File: config.mk
export PLATFORM = sky130hd
export DESIGN_NAME = ct_spsram_req_ctrl_flat
export DESIGN_NICKNAME = d
export VERILOG_FILES = /design/src/rtl/ct_spsram_req_ctrl_pkg.sv /design/src/rtl/ct_spsram_req_ctrl_if.sv /design/src/rtl/ct_spsram_req_ctrl_rsp_fifo.sv /design/src/rtl/ct_spsram_req_ctrl.sv /design/src/flat_wrapper.sv
export SDC_FILE = /design/constraint.sdc
export NUM_CORES = 1
export LEC_CHECK = 0
export ABC_AREA = 0
export BUFFER_PORTS_ARGS = -buffer_cell sky130_fd_sc_hd__buf_2
export CAP_MARGIN = 5
export CORE_AREA = 2 2 272 274
export CTS_CLUSTER_SIZE = 10
export DETAILED_ROUTE_END_ITERATION = 16
export DIE_AREA = 0 0 274 276
export PLACE_DENSITY = 0.66
export SYNTH_ARGS = -nofsm -noshare
export SYNTH_HDL_FRONTEND = slang
export SYNTH_HIERARCHICAL = 1
export SYNTH_SLANG_ARGS = --single-unit
File: constraint.sdc
create_clock -name forever_cpuclk -period 2.5 [get_ports forever_cpuclk]
set_clock_uncertainty 0.15 [all_clocks]
set_input_delay 0.375 -clock forever_cpuclk [delete_from_list [all_inputs] [get_ports forever_cpuclk]]
set_output_delay 0.375 -clock forever_cpuclk [all_outputs]
set_load 0.01 [all_outputs]
File: src/rtl/ct_spsram_req_ctrl_pkg.sv
`default_nettype none
// ============================================================================
// Module   : ct_spsram_ctrl_pkg
// Purpose  : Shared constants, request record, init-sweep state encoding and
//            a small sizing helper for the SPSRAM requester controller.
// Contents : CT_SPSRAM_AW / CT_SPSRAM_DW default geometry (16384 x 128),
//            ct_spsram_req_t, ct_spsram_state_e, ct_spsram_cnt_w().
// Revision : 1.0 - initial release
// ============================================================================
package ct_spsram_ctrl_pkg;

  localparam int CT_SPSRAM_AW = 14;
  localparam int CT_SPSRAM_DW = 128;

  // One client request at the default macro geometry.
  typedef struct packed {
    logic                        wr;
    logic [CT_SPSRAM_AW-1:0]     addr;
    logic [CT_SPSRAM_DW-1:0]     wdata;
    logic [CT_SPSRAM_DW/8-1:0]   wstrb;
  } ct_spsram_req_t;

  // Post-reset zero-fill sweep, then normal traffic.
  typedef enum logic [0:0] {
    ST_INIT = 1'b0,
    ST_RUN  = 1'b1
  } ct_spsram_state_e;

  // Width of a counter that must hold the values 0..depth inclusive.
  function automatic int ct_spsram_cnt_w(input int depth);
    return $clog2(depth) + 1;
  endfunction

endpackage : ct_spsram_ctrl_pkg
`default_nettype wire

File: src/rtl/ct_spsram_req_ctrl_if.sv
`default_nettype none
// ============================================================================
// Module   : ct_spsram_req_ctrl_if
// Purpose  : Client-side request/response bundle of the SPSRAM controller.
// Signals  : req_vld/req_rdy/req_wr/req_addr/req_wdata/req_wstrb (request),
//            rsp_vld/rsp_rdy/rsp_rdata (read response).
// Modports : master - the cache/buffer client
//            slave  - the controller
// Revision : 1.0 - initial release
// ============================================================================
interface ct_spsram_req_ctrl_if
  import ct_spsram_ctrl_pkg::*;
#(
  parameter int ADDR_WIDTH = CT_SPSRAM_AW,
  parameter int DATA_WIDTH = CT_SPSRAM_DW
);

  logic                    req_vld;
  logic                    req_rdy;
  logic                    req_wr;
  logic [ADDR_WIDTH-1:0]   req_addr;
  logic [DATA_WIDTH-1:0]   req_wdata;
  logic [DATA_WIDTH/8-1:0] req_wstrb;
  logic                    rsp_vld;
  logic                    rsp_rdy;
  logic [DATA_WIDTH-1:0]   rsp_rdata;

  modport master (
    output req_vld, req_wr, req_addr, req_wdata, req_wstrb, rsp_rdy,
    input  req_rdy, rsp_vld, rsp_rdata
  );

  modport slave (
    input  req_vld, req_wr, req_addr, req_wdata, req_wstrb, rsp_rdy,
    output req_rdy, rsp_vld, rsp_rdata
  );

endinterface : ct_spsram_req_ctrl_if
`default_nettype wire

File: src/rtl/ct_spsram_req_ctrl_rsp_fifo.sv
`default_nettype none
// ============================================================================
// Module   : ct_spsram_rsp_fifo
// Purpose  : Small synchronous FIFO holding read data until the consumer
//            takes it. Push and pop in the same cycle is legal at any
//            occupancy; the head entry is presented combinationally.
// Ports    : clk, rst_n (async, active-low)
//            i_push/i_wdata, i_pop -> o_rdata (head), o_full, o_empty,
//            o_count (occupancy 0..DEPTH)
// Revision : 1.0 - initial release
// ============================================================================
module ct_spsram_rsp_fifo
  import ct_spsram_ctrl_pkg::*;
#(
  parameter int WIDTH = CT_SPSRAM_DW,
  parameter int DEPTH = 4
) (
  input  wire logic                               clk,
  input  wire logic                               rst_n,
  input  wire logic                               i_push,
  input  wire logic [WIDTH-1:0]                   i_wdata,
  input  wire logic                               i_pop,
  output logic      [WIDTH-1:0]                   o_rdata,
  output logic                                    o_full,
  output logic                                    o_empty,
  output logic      [ct_spsram_cnt_w(DEPTH)-1:0]  o_count
);

  localparam int c_PTR_W = $clog2(DEPTH);
  localparam int c_CNT_W = ct_spsram_cnt_w(DEPTH);
  localparam logic [c_CNT_W-1:0] c_DEPTH = c_CNT_W'(DEPTH);

  logic [WIDTH-1:0]   r_mem [DEPTH];
  logic [c_PTR_W-1:0] r_wr_ptr;
  logic [c_PTR_W-1:0] r_rd_ptr;
  logic [c_CNT_W-1:0] r_count;
  logic               w_do_push;
  logic               w_do_pop;

  assign o_empty = (r_count == '0);
  assign o_full  = (r_count == c_DEPTH);
  assign o_count = r_count;
  assign o_rdata = r_mem[r_rd_ptr];

  // A push into a full FIFO is only taken when a pop frees the head slot.
  assign w_do_pop  = i_pop & ~o_empty;
  assign w_do_push = i_push & (~o_full | w_do_pop);

  // Storage is cleared so the head reads as zero out of reset.
  always_ff @(posedge clk or negedge rst_n) begin
    if (!rst_n) begin
      for (int i = 0; i < DEPTH; i++) begin
        r_mem[i] <= '0;
      end
      r_wr_ptr <= '0;
      r_rd_ptr <= '0;
      r_count  <= '0;
    end else begin
      if (w_do_push) begin
        r_mem[r_wr_ptr] <= i_wdata;
        r_wr_ptr        <= r_wr_ptr + c_PTR_W'(1);
      end
      if (w_do_pop) begin
        r_rd_ptr <= r_rd_ptr + c_PTR_W'(1);
      end
      case ({w_do_push, w_do_pop})
        2'b10:   r_count <= r_count + c_CNT_W'(1);
        2'b01:   r_count <= r_count - c_CNT_W'(1);
        default: r_count <= r_count;
      endcase
    end
  end

endmodule : ct_spsram_rsp_fifo
`default_nettype wire

File: src/rtl/ct_spsram_req_ctrl.sv
`default_nettype none
// ============================================================================
// Module   : ct_spsram_req_ctrl
// Purpose  : Requester-side controller for the ct_f_spsram_16384x128 macro.
//            Registers every macro pin, tracks the one-cycle macro read
//            latency with a tag pipeline and returns read data in order
//            through a credit-protected response FIFO.
// Ports    : forever_cpuclk, cpurst_b (async, active-low)
//            bus       - client request/response (slave modport)
//            init_done - client traffic permitted
//            sram_a/sram_cen/sram_gwen/sram_wen/sram_d -> macro, sram_q <- macro
// Options  : CT_SPSRAM_INIT_EN - zero-fill the whole array after reset
//            before accepting client traffic. Undefined: init_done is 1.
// Revision : 1.0 - initial release
// ============================================================================
module ct_spsram_req_ctrl
  import ct_spsram_ctrl_pkg::*;
#(
  parameter int ADDR_WIDTH = CT_SPSRAM_AW,
  parameter int DATA_WIDTH = CT_SPSRAM_DW,
  parameter int RSP_DEPTH  = 4
) (
  input  wire logic                  forever_cpuclk,
  input  wire logic                  cpurst_b,
  ct_spsram_req_ctrl_if.slave        bus,
  output logic                       init_done,
  output logic [ADDR_WIDTH-1:0]      sram_a,
  output logic                       sram_cen,
  output logic                       sram_gwen,
  output logic [DATA_WIDTH-1:0]      sram_wen,
  output logic [DATA_WIDTH-1:0]      sram_d,
  input  wire logic [DATA_WIDTH-1:0] sram_q
);

  localparam int c_STRB_W = DATA_WIDTH / 8;
  localparam int c_CNT_W  = ct_spsram_cnt_w(RSP_DEPTH);
  localparam logic [c_CNT_W-1:0] c_DEPTH = c_CNT_W'(RSP_DEPTH);

  logic                  w_req_rdy;
  logic                  w_accept;
  logic                  w_rd_accept;
  logic                  w_pop;
  logic                  w_push;
  logic [DATA_WIDTH-1:0] w_wr_wen;
  logic                  w_init_active;
  logic [ADDR_WIDTH-1:0] w_init_addr;
  logic [c_CNT_W-1:0]    r_outstanding;
  logic [1:0]            r_rd_tag;
  logic                  w_fifo_full;
  logic                  w_fifo_empty;
  logic [c_CNT_W-1:0]    w_fifo_count;
  logic [DATA_WIDTH-1:0] w_fifo_rdata;

  // --------------------------------------------------------------------------
  // Optional zero-fill sweep
  // --------------------------------------------------------------------------
`ifdef CT_SPSRAM_INIT_EN
  ct_spsram_state_e      r_state;
  ct_spsram_state_e      w_state_nxt;
  logic [ADDR_WIDTH-1:0] r_init_addr;
  logic [ADDR_WIDTH-1:0] w_init_addr_nxt;
  logic                  r_init_done;

  always_ff @(posedge forever_cpuclk or negedge cpurst_b) begin
    if (!cpurst_b) begin
      r_state     <= ST_INIT;
      r_init_addr <= '0;
      r_init_done <= 1'b0;
    end else begin
      r_state     <= w_state_nxt;
      r_init_addr <= w_init_addr_nxt;
      // Lags the state by one cycle so the last sweep write has left the
      // pins before the first client request can be loaded.
      r_init_done <= (r_state == ST_RUN);
    end
  end

  always_comb begin
    w_state_nxt     = r_state;
    w_init_addr_nxt = r_init_addr;
    case (r_state)
      ST_INIT: begin
        w_init_addr_nxt = r_init_addr + ADDR_WIDTH'(1);
        if (r_init_addr == '1) begin
          w_state_nxt = ST_RUN;
        end
      end
      ST_RUN: begin
        w_state_nxt = ST_RUN;
      end
      default: begin
        w_state_nxt = ST_INIT;
      end
    endcase
  end

  assign w_init_active = (r_state == ST_INIT);
  assign w_init_addr   = r_init_addr;
  assign init_done     = r_init_done;
`else
  assign w_init_active = 1'b0;
  assign w_init_addr   = '0;
  assign init_done     = 1'b1;
`endif

  // --------------------------------------------------------------------------
  // Request handshake
  // --------------------------------------------------------------------------
  // Credit-based ready: never looks at the request fields.
  assign w_req_rdy   = init_done & (r_outstanding < c_DEPTH);
  assign bus.req_rdy = w_req_rdy;
  assign w_accept    = bus.req_vld & w_req_rdy;
  assign w_rd_accept = w_accept & ~bus.req_wr;
  assign w_pop       = bus.rsp_vld & bus.rsp_rdy;

  // Byte strobes expanded to the macro's bitwise active-low write enables.
  for (genvar g = 0; g < c_STRB_W; g++) begin : g_wen
    assign w_wr_wen[g*8 +: 8] = {8{~bus.req_wstrb[g]}};
  end

  // --------------------------------------------------------------------------
  // Macro pin register stage
  // --------------------------------------------------------------------------
  always_ff @(posedge forever_cpuclk or negedge cpurst_b) begin
    if (!cpurst_b) begin
      sram_cen  <= 1'b1;
      sram_gwen <= 1'b1;
      sram_wen  <= '1;
      sram_a    <= '0;
      sram_d    <= '0;
    end else if (w_init_active) begin
      sram_cen  <= 1'b0;
      sram_gwen <= 1'b0;
      sram_wen  <= '0;
      sram_a    <= w_init_addr;
      sram_d    <= '0;
    end else if (w_accept) begin
      sram_cen  <= 1'b0;
      sram_gwen <= ~bus.req_wr;
      sram_a    <= bus.req_addr;
      if (bus.req_wr) begin
        sram_wen <= w_wr_wen;
        sram_d   <= bus.req_wdata;
      end else begin
        sram_wen <= '1;
      end
    end else begin
      sram_cen  <= 1'b1;
      sram_gwen <= 1'b1;
      sram_wen  <= '1;
    end
  end

  // --------------------------------------------------------------------------
  // Read tracking: tag[0] = pins carry a read, tag[1] = Q is valid now.
  // --------------------------------------------------------------------------
  always_ff @(posedge forever_cpuclk or negedge cpurst_b) begin
    if (!cpurst_b) begin
      r_rd_tag <= '0;
    end else begin
      r_rd_tag <= {r_rd_tag[0], w_rd_accept};
    end
  end

  assign w_push = r_rd_tag[1];

  // Reads in flight plus reads waiting in the FIFO.
  always_ff @(posedge forever_cpuclk or negedge cpurst_b) begin
    if (!cpurst_b) begin
      r_outstanding <= '0;
    end else begin
      case ({w_rd_accept, w_pop})
        2'b10:   r_outstanding <= r_outstanding + c_CNT_W'(1);
        2'b01:   r_outstanding <= r_outstanding - c_CNT_W'(1);
        default: r_outstanding <= r_outstanding;
      endcase
    end
  end

  ct_spsram_rsp_fifo #(
    .WIDTH (DATA_WIDTH),
    .DEPTH (RSP_DEPTH)
  ) u_rsp_fifo (
    .clk     (forever_cpuclk),
    .rst_n   (cpurst_b),
    .i_push  (w_push),
    .i_wdata (sram_q),
    .i_pop   (w_pop),
    .o_rdata (w_fifo_rdata),
    .o_full  (w_fifo_full),
    .o_empty (w_fifo_empty),
    .o_count (w_fifo_count)
  );

  assign bus.rsp_vld   = ~w_fifo_empty;
  assign bus.rsp_rdata = w_fifo_rdata;

  // The credit scheme must make overflow impossible.
  a_no_overflow : assert property (@(posedge forever_cpuclk) disable iff (!cpurst_b)
    !(w_push && w_fifo_full && !w_pop));

  a_credit_covers_fifo : assert property (@(posedge forever_cpuclk) disable iff (!cpurst_b)
    w_fifo_count <= r_outstanding);

endmodule : ct_spsram_req_ctrl
`default_nettype wire

File: src/flat_wrapper.sv
// flat-port wrapper written by rule: the top's interface ports become plain ports
module ct_spsram_req_ctrl_flat import ct_spsram_ctrl_pkg::*;
#(
  parameter int ADDR_WIDTH = CT_SPSRAM_AW,
  parameter int DATA_WIDTH = CT_SPSRAM_DW,
  parameter int RSP_DEPTH  = 4
)
  (forever_cpuclk, cpurst_b, init_done, sram_a, sram_cen, sram_gwen, sram_wen, sram_d, sram_q, bus_req_vld, bus_req_wr, bus_req_addr, bus_req_wdata, bus_req_wstrb, bus_rsp_rdy, bus_req_rdy, bus_rsp_vld, bus_rsp_rdata);
  ct_spsram_req_ctrl_if #(.ADDR_WIDTH(ADDR_WIDTH), .DATA_WIDTH(DATA_WIDTH)) bus_i ();
  input  wire logic forever_cpuclk;
  input  wire logic cpurst_b;
  output logic init_done;
  output logic [ADDR_WIDTH-1:0] sram_a;
  output logic sram_cen;
  output logic sram_gwen;
  output logic [DATA_WIDTH-1:0] sram_wen;
  output logic [DATA_WIDTH-1:0] sram_d;
  input  wire logic [DATA_WIDTH-1:0] sram_q;
  input wire logic [$bits(bus_i.req_vld)-1:0] bus_req_vld;
  input wire logic [$bits(bus_i.req_wr)-1:0] bus_req_wr;
  input wire logic [$bits(bus_i.req_addr)-1:0] bus_req_addr;
  input wire logic [$bits(bus_i.req_wdata)-1:0] bus_req_wdata;
  input wire logic [$bits(bus_i.req_wstrb)-1:0] bus_req_wstrb;
  input wire logic [$bits(bus_i.rsp_rdy)-1:0] bus_rsp_rdy;
  output wire logic [$bits(bus_i.req_rdy)-1:0] bus_req_rdy;
  output wire logic [$bits(bus_i.rsp_vld)-1:0] bus_rsp_vld;
  output wire logic [$bits(bus_i.rsp_rdata)-1:0] bus_rsp_rdata;
  assign bus_i.req_vld = bus_req_vld;
  assign bus_i.req_wr = bus_req_wr;
  assign bus_i.req_addr = bus_req_addr;
  assign bus_i.req_wdata = bus_req_wdata;
  assign bus_i.req_wstrb = bus_req_wstrb;
  assign bus_i.rsp_rdy = bus_rsp_rdy;
  assign bus_req_rdy = bus_i.req_rdy;
  assign bus_rsp_vld = bus_i.rsp_vld;
  assign bus_rsp_rdata = bus_i.rsp_rdata;
  ct_spsram_req_ctrl #(.ADDR_WIDTH(ADDR_WIDTH), .DATA_WIDTH(DATA_WIDTH), .RSP_DEPTH(RSP_DEPTH)) u_core (.forever_cpuclk(forever_cpuclk), .cpurst_b(cpurst_b), .bus(bus_i), .init_done(init_done), .sram_a(sram_a), .sram_cen(sram_cen), .sram_gwen(sram_gwen), .sram_wen(sram_wen), .sram_d(sram_d), .sram_q(sram_q));
endmodule
After elaboration in Yosys (flattened, before gate mapping)
Cells that the tools add are included.
- add/sub/neg operators: 6
- order comparisons: 4
- equal/unequal tests: 5
- muxes and demuxes: 12
- bitwise gates (word level): 27
- reduce and logical (&&, ||, !) cells: 5
- operator list (operator ; count):
    128-bit 2-to-1 mux ; 5
    512-bit bitwise mux ; 1
    128-bit binary-select mux with 2-bit select ; 1
    128-bit demux with 2-bit select ; 1
    1-bit NOT ; 19
    3-bit one-hot mux with 2 select lines ; 2
    3-bit by 1-bit adder with 3-bit output (second input constant) ; 2
    3-bit >= comparator (second input constant) ; 2
    2-bit NOT with 3-bit output ; 2
    3-bit by 1-bit subtractor with 3-bit output (second input constant) ; 2
    1-bit bitwise AND ; 5
    2-bit by 1-bit adder with 2-bit output (second input constant) ; 2
    2-bit by 1-bit equality test with 1-bit output (second input constant) ; 2
    2-bit equality test (second input constant) ; 2
    2-bit nonzero test ; 2
    3-bit equality test (second input constant) ; 1
    3-bit zero test ; 1
    3-bit by 1-bit < comparator with 1-bit output (second input constant) ; 1
    3-bit < comparator (second input constant) ; 1
    1-bit 2-to-1 mux ; 2
    2-bit AND reduction ; 1
    1-bit logical AND ; 1
    1-bit OR ; 1
- flip-flop bits (word level): 796
- input port bits: 291
- output and inout bits: 403

Depth between registers and ports, before layout
Gate-level depths: netlist of run 1.
- depth after elaboration: 8
- gate-level depth with buffers: 10

By module
The synthesis of run 1 kept the hierarchy.
- modules (own cells, without submodules) (module ; instances ; cells each ; area an instance (sq um)):
    ct_spsram_rsp_fifo ; 1 ; 1278 ; 22640.5
    ct_spsram_req_ctrl ; 1 ; 474 ; 6945.4

Least setup slack after synthesis of run 1
No wires, ideal clock.
- path kind: reg-to-reg
- start: register u_core.u_rsp_fifo.r_count[0] (netlist: u_core/u_rsp_fifo/o_count[0])
- end: register u_core.u_rsp_fifo.r_count[2] (netlist: u_core/u_rsp_fifo/o_count[2])
- arrival time: 2.237 ns
- path slack: 0.034 ns
- stages on the path, launching flop included: 11
- period minus slack after synthesis: 2.466 ns
- cells stage by stage: dfrtp_1 -> nor3_1 -> nor2b_1 -> nor4b_4 -> nand2b_1 -> ha_1 -> inv_1 -> fa_1 -> xor2_1 -> nor2_1 -> xor2_1
- cells in the longest elaborated chain, start to end: 8
- elaborated cells between the ends (all ways): 14
- those cells by class: add/sub: 2; eq/ne: 3; mux: 1; bitwise: 6; reduce/logical: 2
- ends and longest elaborated chain (element ; RTL line ; RTL):
    start, declared ; ct_spsram_req_ctrl_rsp_fifo.sv:36 ; logic [c_CNT_W-1:0] r_count;
    start signal, assigned ; ct_spsram_req_ctrl_rsp_fifo.sv:67 ; 2'b10: r_count <= r_count + c_CNT_W'(1);
    start signal, assigned ; ct_spsram_req_ctrl_rsp_fifo.sv:68 ; 2'b01: r_count <= r_count - c_CNT_W'(1);
    start signal, assigned ; ct_spsram_req_ctrl_rsp_fifo.sv:69 ; default: r_count <= r_count;
    3-bit zero test * ; ct_spsram_req_ctrl_rsp_fifo.sv:40 ; assign o_empty = (r_count == '0);
    via u_core.w_fifo_empty ; ct_spsram_req_ctrl.sv:50 ; logic w_fifo_empty;
    1-bit NOT * ; ct_spsram_req_ctrl.sv:195 ; assign bus.rsp_vld = ~w_fifo_empty;
    1-bit bitwise AND * ; ct_spsram_req_ctrl.sv:114 ; assign w_pop = bus.rsp_vld & bus.rsp_rdy;
    via u_core.w_pop ; ct_spsram_req_ctrl.sv:42 ; logic w_pop;
    1-bit bitwise AND * ; ct_spsram_req_ctrl_rsp_fifo.sv:46 ; assign w_do_pop = i_pop & ~o_empty;
    1-bit OR ; ct_spsram_req_ctrl_rsp_fifo.sv:47 ; assign w_do_push = i_push & (~o_full | w_do_pop);
    1-bit bitwise AND ; ct_spsram_req_ctrl_rsp_fifo.sv:47 ;
    2-bit by 1-bit equality test with 1-bit output / 2-bit equality test (equally long branches) ; ct_spsram_req_ctrl_rsp_fifo.sv:66 ; case ({w_do_push, w_do_pop})
    3-bit one-hot mux with 2 select lines / 2-bit nonzero test (equally long branches) ; n/a ;
Mark *: on every way through the listed nets, which the timed path passes. The rest lies on a longest branch.
A chain may end at the register's enable or synchronous reset.

Final worst setup path of run 1
- start: register u_core.u_rsp_fifo.r_rd_ptr[0]
- end: output port bus_rsp_rdata[104]
- cells in the longest elaborated chain, start to end: 4
- ends and longest elaborated chain (element ; RTL line ; RTL):
    start, declared ; ct_spsram_req_ctrl_rsp_fifo.sv:35 ; logic [c_PTR_W-1:0] r_rd_ptr;
    start signal, assigned ; ct_spsram_req_ctrl_rsp_fifo.sv:64 ; r_rd_ptr <= r_rd_ptr + c_PTR_W'(1);
    2-bit NOT with 3-bit output (not written as such) ; ct_spsram_req_ctrl_rsp_fifo.sv:43 ; assign o_rdata = r_mem[r_rd_ptr];
    128-bit binary-select mux with 2-bit select ; ct_spsram_req_ctrl_rsp_fifo.sv:43 ;
    128-bit 2-to-1 mux (not written as such) (2 in a row) ; ct_spsram_req_ctrl_rsp_fifo.sv:43 ;
    end, declared ; flat_wrapper.sv:27 ; output wire logic [$bits(bus_i.rsp_rdata)-1:0] bus_rsp_rdata;
No other way between the ends. The select of a mux whose other input is x is not followed.

==> impl_metrics.json, run 1 <==
{
  "cp.buffers_inverters": 3,
  "final_hold_viol_count": 0,
  "vias_per_cell": 5.04,
  "antenna_left": 0,
  "crit_chain": "buf_12, bufbuf_16, mux4_2, buf_2",
  "tightestPinTransition_ps": 534,
  "drive_gt1_share_pct": 61.2,
  "crit_family": "buffers and inverters",
  "gp_congestion": 0.868,
  "finalSetupViolCount": 128,
  "worstPathArrival_ps": 2170,
  "max_freq_mhz": 371,
  "totalWireLength_mm": 79.9,
  "layout_common_cells": "664 x dfrtp_1, 626 x buf_2, 623 x mux2_2, 288 x dlygate4sd3_1, 128 x mux4_2",
  "outcome": "finished, violations left",
  "final_area_mm2": 0.0399,
  "io_pins": 694,
  "leakage_nw": 17.2,
  "hp-class": "in -> reg",
  "ys_warn_count": 6,
  "final_common_cell": "dfrtp_1",
  "finalPower_mw": 52.5,
  "p_per_area_mw_per_mm2": 1320,
  "rsz0062_at_grt": "yes",
  "slowest_delay_ps": 470,
  "dr.pass1.iters": 4,
  "htreeDepth": 3,
  "floorplan.initialDensity_pct": 40.8,
  "grt_max_degree": 99,
  "hpwl_mm": 54.4,
  "chipWidth_um": 274,
  "slowest_stage": "mux4_2",
  "slew-limit-headroom_pct": 64.4,
  "worst_slack_ps": -196,
  "grt-ovfl-total": 0,
  "fin_hold_ws_ps": 38.6,
  "clock_path_buffers": 3,
  "grt_pass1_wl_mm": 124,
  "path_clk_slew_ps": 50,
  "clkSinkCount": 684,
  "wl_per_cell_um": 21.5,
  "period_share_pct": 108,
  "fin_util_pct": 54.9,
  "setup_tns_ps": -15950,
  "core.rowCount": 99,
  "violations": "setup timing",
  "grt_pass1_vias": 21200,
  "vias": 18700,
  "fin_crit_ps": 2700,
  "core_area_mm2": 0.0726,
  "cp_data_required_time_ps": 1980,
  "nets": 3006,
  "worstSetupPathType": "reg -> out",
  "numCtsBuffers": 81,
  "die_area_mm2": 0.0756,
  "placed_area_mm2": 0.0339,
  "setup.worst_path.start_class": "flop",
  "vdd_drop_max_uv": 836,
  "grt.total_usage_pct": 21.2,
  "drt_iter0_drc": 841,
  "synth.avg_cell_area_um2": 16.9,
  "cap_violations": 0,
  "syn_area_mm2": 0.0296,
  "drv_slew": 0,
  "path_max_fanout": 9,
  "synthCells": 1751,
  "cts_root_buffer": "clkbuf_16",
  "syn_nets": 2050,
  "end_kind": "primary output",
  "antenna_found_initial": 13,
  "area_growth_pct": 34.8,
  "port_buffers": 692,
  "r2r_setup_slack_ps": 20,
  "die_h_um": 276,
  "clk_latency_ps": 610,
  "route.detailed.drc": 0,
  "cts_tree": "done"
}
## metrics by stage
| step | setup slack (ps) | cells |
|---|---|---|
| after global routing | -277 | 3706 |
| after floorplan | 33.6 | 1751 |
| after global placement | 73.0 | 3282 |
| final | -196 | 3709 |
| after CTS | -269 | 3697 |
| after detailed placement | 40.0 | 3282 |
## final timing paths
kind | endpoint | depth (start not counted) | startpoint
hold reg to reg | u_core/r_rd_tag[1] | 0 | u_core/r_rd_tag[0]
setup / recovery | bus_rsp_rdata[104] | 4 | u_core/u_rsp_fifo/r_rd_ptr[0]
hold / removal | u_core/r_rd_tag[0] | 4 | bus_req_wr
setup reg to reg | u_core/u_rsp_fifo/o_count[2] | 10 | u_core/u_rsp_fifo/o_count[2]
min in group asynchronous | u_core/u_rsp_fifo/r_mem[73] | 2 | cpurst_b
max in group asynchronous | u_core/sram_d[112] | 4 | cpurst_b
## repair_timing
item	in CTS	in global routing
setup buffers	5	3
cloned	6	0
setup endpoints to repair	127	129
endpoints found under the hold margin	810	0
gates resized for setup	69	33
pin swaps	0	4
hold buffers	288	0
## flip-flops by register name (all words and copies together), names as in the netlist
| name | cells |
|---|---|
| u_core/sram_a | 14 |
| u_core/u_rsp_fifo/r_wr_ptr | 2 |
| u_core/u_rsp_fifo/r_rd_ptr | 2 |
| u_core/u_rsp_fifo/o_count | 3 |
| u_core/u_rsp_fifo/r_mem | 512 |
| u_core/r_rd_tag | 2 |
| u_core/sram_gwen | 1 |
| u_core/sram_wen | 16 |
| u_core/sram_cen | 1 |
| u_core/r_outstanding | 3 |
| u_core/sram_d | 128 |
## metal layers
| layer | vias up | track usage [%] | wire [µm] |
|---|---|---|---|
| li1 | 8156 | - | - |
| met5 | - | 0 | 72 |
| met1 | 9829 | 26.0 | 31800 |
| met2 | 563 | 35.8 | 40200 |
| met4 | 10 | 7.07 | 2210 |
| met3 | 151 | 6.00 | 5630 |
## power by group
group	switching, mW	internal, mW	total [mW]
clock	4.48	6.20	10.7
combinational	9.38	12.9	22.2
sequential	2.91	16.7	19.6
total	16.8	35.7	52.5
## worst reg2reg max path, stage by stage, from the launching register on
cell      delay, ps
dfrtp_1         390
nor3_2          260
nor2b_2         100
nor4b_4         300
nand2b_4        170
ha_2            180
inv_1            60
fa_2            350
xor2_1          150
nor2_1          120
xor2_1          170
## layout make-up
class	instances	area, µm²
diodes	10	25.0
clock buffers	107	2190
clock inverters	9	161
fillers	5796	32700
inverters	13	48.8
multi-input cells	839	10700
flip-flops and latches	684	17100
well taps	959	1200
repair buffers	1088	8390
(Power assumes the default switching activity.)
==> run 2, diff against run 1 <==
--- a/config.mk
+++ b/config.mk
@@ -13,6 +13,7 @@
 export DETAILED_ROUTE_END_ITERATION = 16
 export DIE_AREA = 0 0 274 276
 export PLACE_DENSITY = 0.66
+export SKIP_LAST_GASP = 1
 export SYNTH_ARGS = -nofsm -noshare
 export SYNTH_HDL_FRONTEND = slang
 export SYNTH_HIERARCHICAL = 1
==> run 2 against run 1 <==
The flow still finishes with violations (setup timing). Routed wire length decreased by 0.39%. Cell area fell by 0.65%. Sequential share of layout area increased by 0.28 points. Flip-flop and latch count did not move. Register-to-register slack hardly changed. First-iteration DRC count shrank 5.8%. Setup slack gained 0.83 ps. Via count shrank 0.18%. Combinational power shrank 5%. Clock power hardly changed. Count of clock-buffer cells in the layout is the same. Highest routed layer unchanged.
==> impl_metrics.json, run 2 (synthesis gave the netlist of run 1 again) <==
{
  "outcome": "finished, violations left",
  "violations": "setup timing",
  "core.rowCount": 99,
  "route.detailed.drc": 0,
  "rsz0062_at_grt": "yes",
  "dr.pass1.iters": 5,
  "layoutNonFillerInstCount": 3710,
  "grt_pass1_wl_mm": 124,
  "cts_root_buffer": "clkbuf_16",
  "worstPathArrival_ps": 2170,
  "area_growth_pct": 33.9,
  "port_buffers": 692,
  "path_max_fanout": 9,
  "slowest_delay_ps": 470,
  "clk_latency_ps": 610,
  "die_area_mm2": 0.0756,
  "cap_violations": 0,
  "drive_gt1_share_pct": 61.2,
  "chipWidth_um": 274,
  "vias_per_cell": 5.03,
  "ff2ff_path_depth": 10,
  "grt-ovfl-total": 0,
  "drt_iter0_drc": 792,
  "setup.worst_path.start_class": "flop",
  "crit_chain": "buf_12, bufbuf_16, mux4_2, buf_2",
  "slew-limit-headroom_pct": 64.7,
  "cts_tree": "done",
  "fin_hold_ws_ps": 37.9,
  "fillers": 5848,
  "slowest_stage": "mux4_2",
  "final_common_cell": "buf_2",
  "reg.largest.list": "u_core/u_rsp_fifo/r_mem (512), u_core/sram_d (128), u_core/sram_wen (16)",
  "period_share_pct": 108,
  "largest_reg_flops": 512,
  "leakage_nw": 17.1,
  "end_kind": "primary output",
  "cp_data_required_time_ps": 1980,
  "nets": 3006,
  "io_pins": 694,
  "clock_path_buffers": 3,
  "hp-class": "in -> reg",
  "floorplan.initialDensity_pct": 40.8,
  "regMostFlops": "u_core/u_rsp_fifo/r_mem",
  "pre_cts_slack_ps": 40.0,
  "p_per_area_mw_per_mm2": 1300,
  "grt.total_usage_pct": 21.1,
  "r2r_end": "u_core/u_rsp_fifo/o_count[2]",
  "fin_crit_ps": 2690,
  "gp_congestion": 0.868,
  "die_h_um": 276,
  "htreeDepth": 3,
  "vdd_drop_max_uv": 690,
  "worstSetupPathType": "reg -> out",
  "totalWireLength_mm": 79.6,
  "worstReg2RegStart": "u_core/u_rsp_fifo/o_count[2]",
  "antenna_left": 0,
  "max_freq_mhz": 371,
  "setup.worst_path.end": "bus_rsp_rdata[104]",
  "crit_start": "u_core/u_rsp_fifo/r_rd_ptr[0]",
  "hpwl_mm": 54.4,
  "vias": 18700,
  "dpl.cell_count": 3282,
  "grt_max_degree": 99,
  "core_area_mm2": 0.0726,
  "tightestPinTransition_ps": 530,
  "antenna_found_initial": 15,
  "grt_pass1_vias": 21200,
  "worst_slack_ps": -195,
  "path_clk_slew_ps": 50,
  "drv_slew": 0,
  "clkSinkCount": 684,
  "final_hold_viol_count": 0,
  "numCtsBuffers": 81,
  "layout_common_cells": "668 x buf_2, 664 x dfrtp_1, 623 x mux2_2, 288 x dlygate4sd3_1, 128 x mux4_2",
  "wl_per_cell_um": 21.5,
  "finalSetupViolCount": 128,
  "r2r_setup_slack_ps": 30
}
[run 2: cell types whose count changed in the layout (fill, tap and decap cells not counted)]
cell / previous run / this run
buf_2: 626 / 668
buf_6: 64 / 22
diode_2: 10 / 11
[run 2: worst max-delay path, delay by kind of cell, from the launching register on]
family	cells	cell delay, ps
DFF	1	440
buffers and inverters	3	640
muxes	1	470
[run 2: per-layer routing]
metal / wire, µm / up-vias / track usage [%]
li1: - / 8133 / -
met2: 39900 / 562 / 35.6
met5: 68 / - / 0
met1: 31600 / 9813 / 25.7
met4: 2320 / 10 / 7.22
met3: 5730 / 158 / 6.12
[run 2: power breakdown]
part	leakage, nW	internal, mW	switching, mW
Combinational	8.03	12.1	9.17
Sequential	7.98	16.7	2.89
Clock	1.14	6.20	4.47
Total	17.1	35.0	16.5
[run 2: how the worst min path moves through the flow]
| stage | slack (ps) | from | depth (start not counted) | to |
|---|---|---|---|---|
| global route | 40 | bus_req_wr | 4 | u_core/r_rd_tag[0] |
| global placement | 180 | cpurst_b | 1 | u_core/u_rsp_fifo/r_mem[73] |
| finish | 40 | bus_req_wr | 4 | u_core/r_rd_tag[0] |
| detailed placement | 180 | cpurst_b | 1 | u_core/u_rsp_fifo/r_mem[73] |
| floorplan | -70 | cpurst_b | 0 | u_core/r_outstanding[0] |
| CTS | 10 | bus_req_wr | 4 | u_core/r_rd_tag[0] |
[run 2: cell type report]
type                            instances  area [µm²]  area share [%]
Tap cell                              959        1200            3.03
Clock inverter                          9         161           0.408
Inverter                               13        48.8           0.123
Antenna cell                           11        27.5          0.0695
Clock buffer                          107        2190            5.52
Timing Repair Buffer                 1088        8130            20.5
Multi-Input combinational cell        839       10700            27.0
Sequential cell                       684       17100            43.3
[run 2: timing repair]
item / in CTS / in global routing
endpoints found under the setup margin: 127 / 129
endpoints found under the hold margin: 810 / 0
buffers inserted: 5 / 3
resized for setup: 43 / 16
hold buffers: 288 / 0
cloned: 6 / 0
pin swaps: 0 / 4
[run 2: stage by stage]
stage / util [%] / instance area [µm²] / setup TNS [ps] / power, mW
2_1_floorplan: - / 29600 / 0 / 31.6
3_3_place_gp: 46.7 / 33900 / 0 / 38.6
3_5_place_dp: 46.7 / 33900 / 0 / 39.6
4_1_cts: 54.4 / 39500 / -25610 / 51.9
5_1_grt: 54.6 / 39600 / -27020 / 54.4
6_report: 54.6 / 39600 / -16060 / 51.5
==> run 3, diff against run 2 <==
--- a/config.mk
+++ b/config.mk
@@ -8,11 +8,14 @@
 export ABC_AREA = 0
 export BUFFER_PORTS_ARGS = -buffer_cell sky130_fd_sc_hd__buf_2
 export CAP_MARGIN = 5
-export CORE_AREA = 2 2 272 274
+export CELL_PAD_IN_SITES_DETAIL_PLACEMENT = 2
+export CELL_PAD_IN_SITES_GLOBAL_PLACEMENT = 2
+export CORE_ASPECT_RATIO = 0.8
+export CORE_MARGIN = 2
+export CORE_UTILIZATION = 34
 export CTS_CLUSTER_SIZE = 10
 export DETAILED_ROUTE_END_ITERATION = 16
-export DIE_AREA = 0 0 274 276
-export PLACE_DENSITY = 0.66
+export PLACE_DENSITY_LB_ADDON = 0.1
 export SKIP_LAST_GASP = 1
 export SYNTH_ARGS = -nofsm -noshare
 export SYNTH_HDL_FRONTEND = slang
==> run 3 against run 2 <==
The run still ends with setup timing left. Register-to-register slack improved by 120 ps. Cell area about the same. Flip-flop and latch count did not move. Critical path depth unchanged. Utilization decreased by 8.5 points. Worst hold slack gained 110 ps. Sequential power barely moved. Via count increased by 0.93%. Global-route usage is 0.38 points higher. Count of clock-buffer cells in the layout fell by 1. Total power rose by 1.6%. Final cell count up 4.3%.
==> impl_metrics.json, run 3 (synthesis gave the netlist of run 1 again) <==
{
  "tightestPinTransition_ps": 571,
  "fin_hold_ws_ps": 143,
  "outcome": "finished, violations left",
  "slew-limit-headroom_pct": 61.9,
  "rsz0062_at_grt": "yes",
  "period_share_pct": 109,
  "drv_slew": 0,
  "io_pins": 694,
  "path_clk_slew_ps": 60,
  "leakage_nw": 17.0,
  "grt_max_degree": 99,
  "core_area_mm2": 0.0860,
  "cp_data_required_time_ps": 1980,
  "drt_iter0_drc": 568,
  "setup_tns_ps": -22230,
  "regMostFlops": "u_core/u_rsp_fifo/r_mem",
  "drive_gt1_share_pct": 60.9,
  "clock_path_buffers": 3,
  "dr.pass1.iters": 4,
  "p_per_area_mw_per_mm2": 1320,
  "worst_slack_ps": -231,
  "numCtsBuffers": 80,
  "pre_cts_slack_ps": 95.5,
  "r2r_setup_slack_ps": 150,
  "max_freq_mhz": 366,
  "cap_violations": 0,
  "wl_per_cell_um": 24.8,
  "cts_tree": "done",
  "route.detailed.drc": 0,
  "core.rowCount": 96,
  "final_common_cell": "buf_2",
  "antenna_found_initial": 26,
  "grt.total_usage_pct": 21.5,
  "antenna_left": 0,
  "hp-class": "in -> async",
  "violations": "setup timing",
  "largest_reg_flops": 512,
  "htreeDepth": 3,
  "chipWidth_um": 334,
  "die_area_mm2": 0.0894,
  "setup.worst_path.start_class": "flop",
  "worstSetupPathType": "reg -> out",
  "crit_start": "u_core/u_rsp_fifo/r_rd_ptr[0]",
  "worstPathArrival_ps": 2210,
  "setup.worst_path.end": "bus_rsp_rdata[9]",
  "nets": 2993,
  "clk_latency_ps": 620,
  "placed_area_mm2": 0.0339,
  "vias_per_cell": 4.87,
  "hpwl_mm": 62.6,
  "grt_pass1_wl_mm": 144,
  "finalSetupViolCount": 128,
  "totalWireLength_mm": 95.9,
  "port_buffers": 692,
  "layout_common_cells": "678 x buf_2, 664 x dfrtp_1, 623 x mux2_2, 289 x dlygate4sd3_1, 128 x mux4_2",
  "final_hold_viol_count": 0,
  "gp_congestion": 0.804,
  "worstReg2RegStart": "u_core/u_rsp_fifo/o_count[2]",
  "end_kind": "primary output",
  "reg.largest.list": "u_core/u_rsp_fifo/r_mem (512), u_core/sram_d (128), u_core/sram_wen (16)",
  "fin_crit_ps": 2730,
  "clkSinkCount": 684,
  "vias": 18900,
  "floorplan.initialDensity_pct": 34.4,
  "path_max_fanout": 9,
  "vdd_drop_max_uv": 628,
  "grt_pass1_vias": 22000,
  "grt-ovfl-total": 0,
  "final_area_mm2": 0.0396,
  "die_h_um": 268,
  "cts_root_buffer": "clkbuf_16",
  "fin_util_pct": 46.0,
  "ff2ff_path_depth": 10,
  "area_growth_pct": 33.8,
  "r2r_end": "u_core/u_rsp_fifo/o_count[2]"
}
[run 3: changes by cell type in the layout (fill, tap and decap cells not counted), sizes merged]
| cell | delta |
|---|---|
| buf | -17 |
| bufinv | -1 |
| clkbuf | +3 |
| clkinv | -3 |
| diode | +6 |
| dlygate4sd3 | +1 |
| inv | +1 |
[run 3: worst min path at each step]
stage | from | endpoint | slack (ps) | cells after the start
3_5_place_dp | cpurst_b | u_core/u_rsp_fifo/r_mem[305] | 190 | 1
3_3_place_gp | u_core/r_rd_tag[0] | u_core/r_rd_tag[1] | 180 | 0
5_1_grt | cpurst_b | u_core/u_rsp_fifo/r_mem[433] | 130 | 2
6_report | cpurst_b | u_core/u_rsp_fifo/r_mem[305] | 140 | 2
4_1_cts | cpurst_b | u_core/u_rsp_fifo/r_mem[305] | 100 | 2
2_1_floorplan | cpurst_b | u_core/r_outstanding[0] | -70 | 0
[run 3: final cells by class]
type                       count  area (µm²)
antenna                       17        42.5
clock buffer                 106        2160
clock inverter                 6        88.8
fill                        8270       46400
inverter                      13        48.8
multi-input combinational    839       10700
sequential                   684       17100
tap                         1127        1410
timing repair buffer        1076        7970
[run 3: worst max-delay path, cell delays in order, from the launching register on]
cell	delay [ps]
dfrtp_4	470
buf_4	200
buf_16	170
mux4_2	540
buf_2	200
[run 3: routing by layer]
metal	track usage [%]	vias up	routed length, µm
met1	25.8	10000	38200
met3	4.94	206	4500
met5	0	-	103
met4	9.23	16	3800
met2	37.2	471	49300
li1	-	8129	-
[run 3: timing repair]
action                                  CTS  global route
resized for setup                        34             7
setup endpoints to repair               128           129
endpoints found under the hold margin  1075             0
cloned                                    5             4
buffers inserted                         10             5
hold buffers                            289             0
pin swaps                                 0             5
[run 3: power breakdown]
group | switching (mW) | internal, mW
Sequential | 3.12 | 16.7
Combinational | 9.91 | 12.0
Clock | 4.58 | 6.00
[run 3: through the flow]
| stage | instances | power (mW) |
|---|---|---|
| 6_report | 3868 | 52.3 |
| 5_1_grt | 3864 | 55.5 |
| 4_1_cts | 3842 | 52.7 |
| 3_5_place_dp | 3426 | 40.3 |
| 3_3_place_gp | 3426 | 39.2 |
| 2_1_floorplan | 1751 | 31.6 |
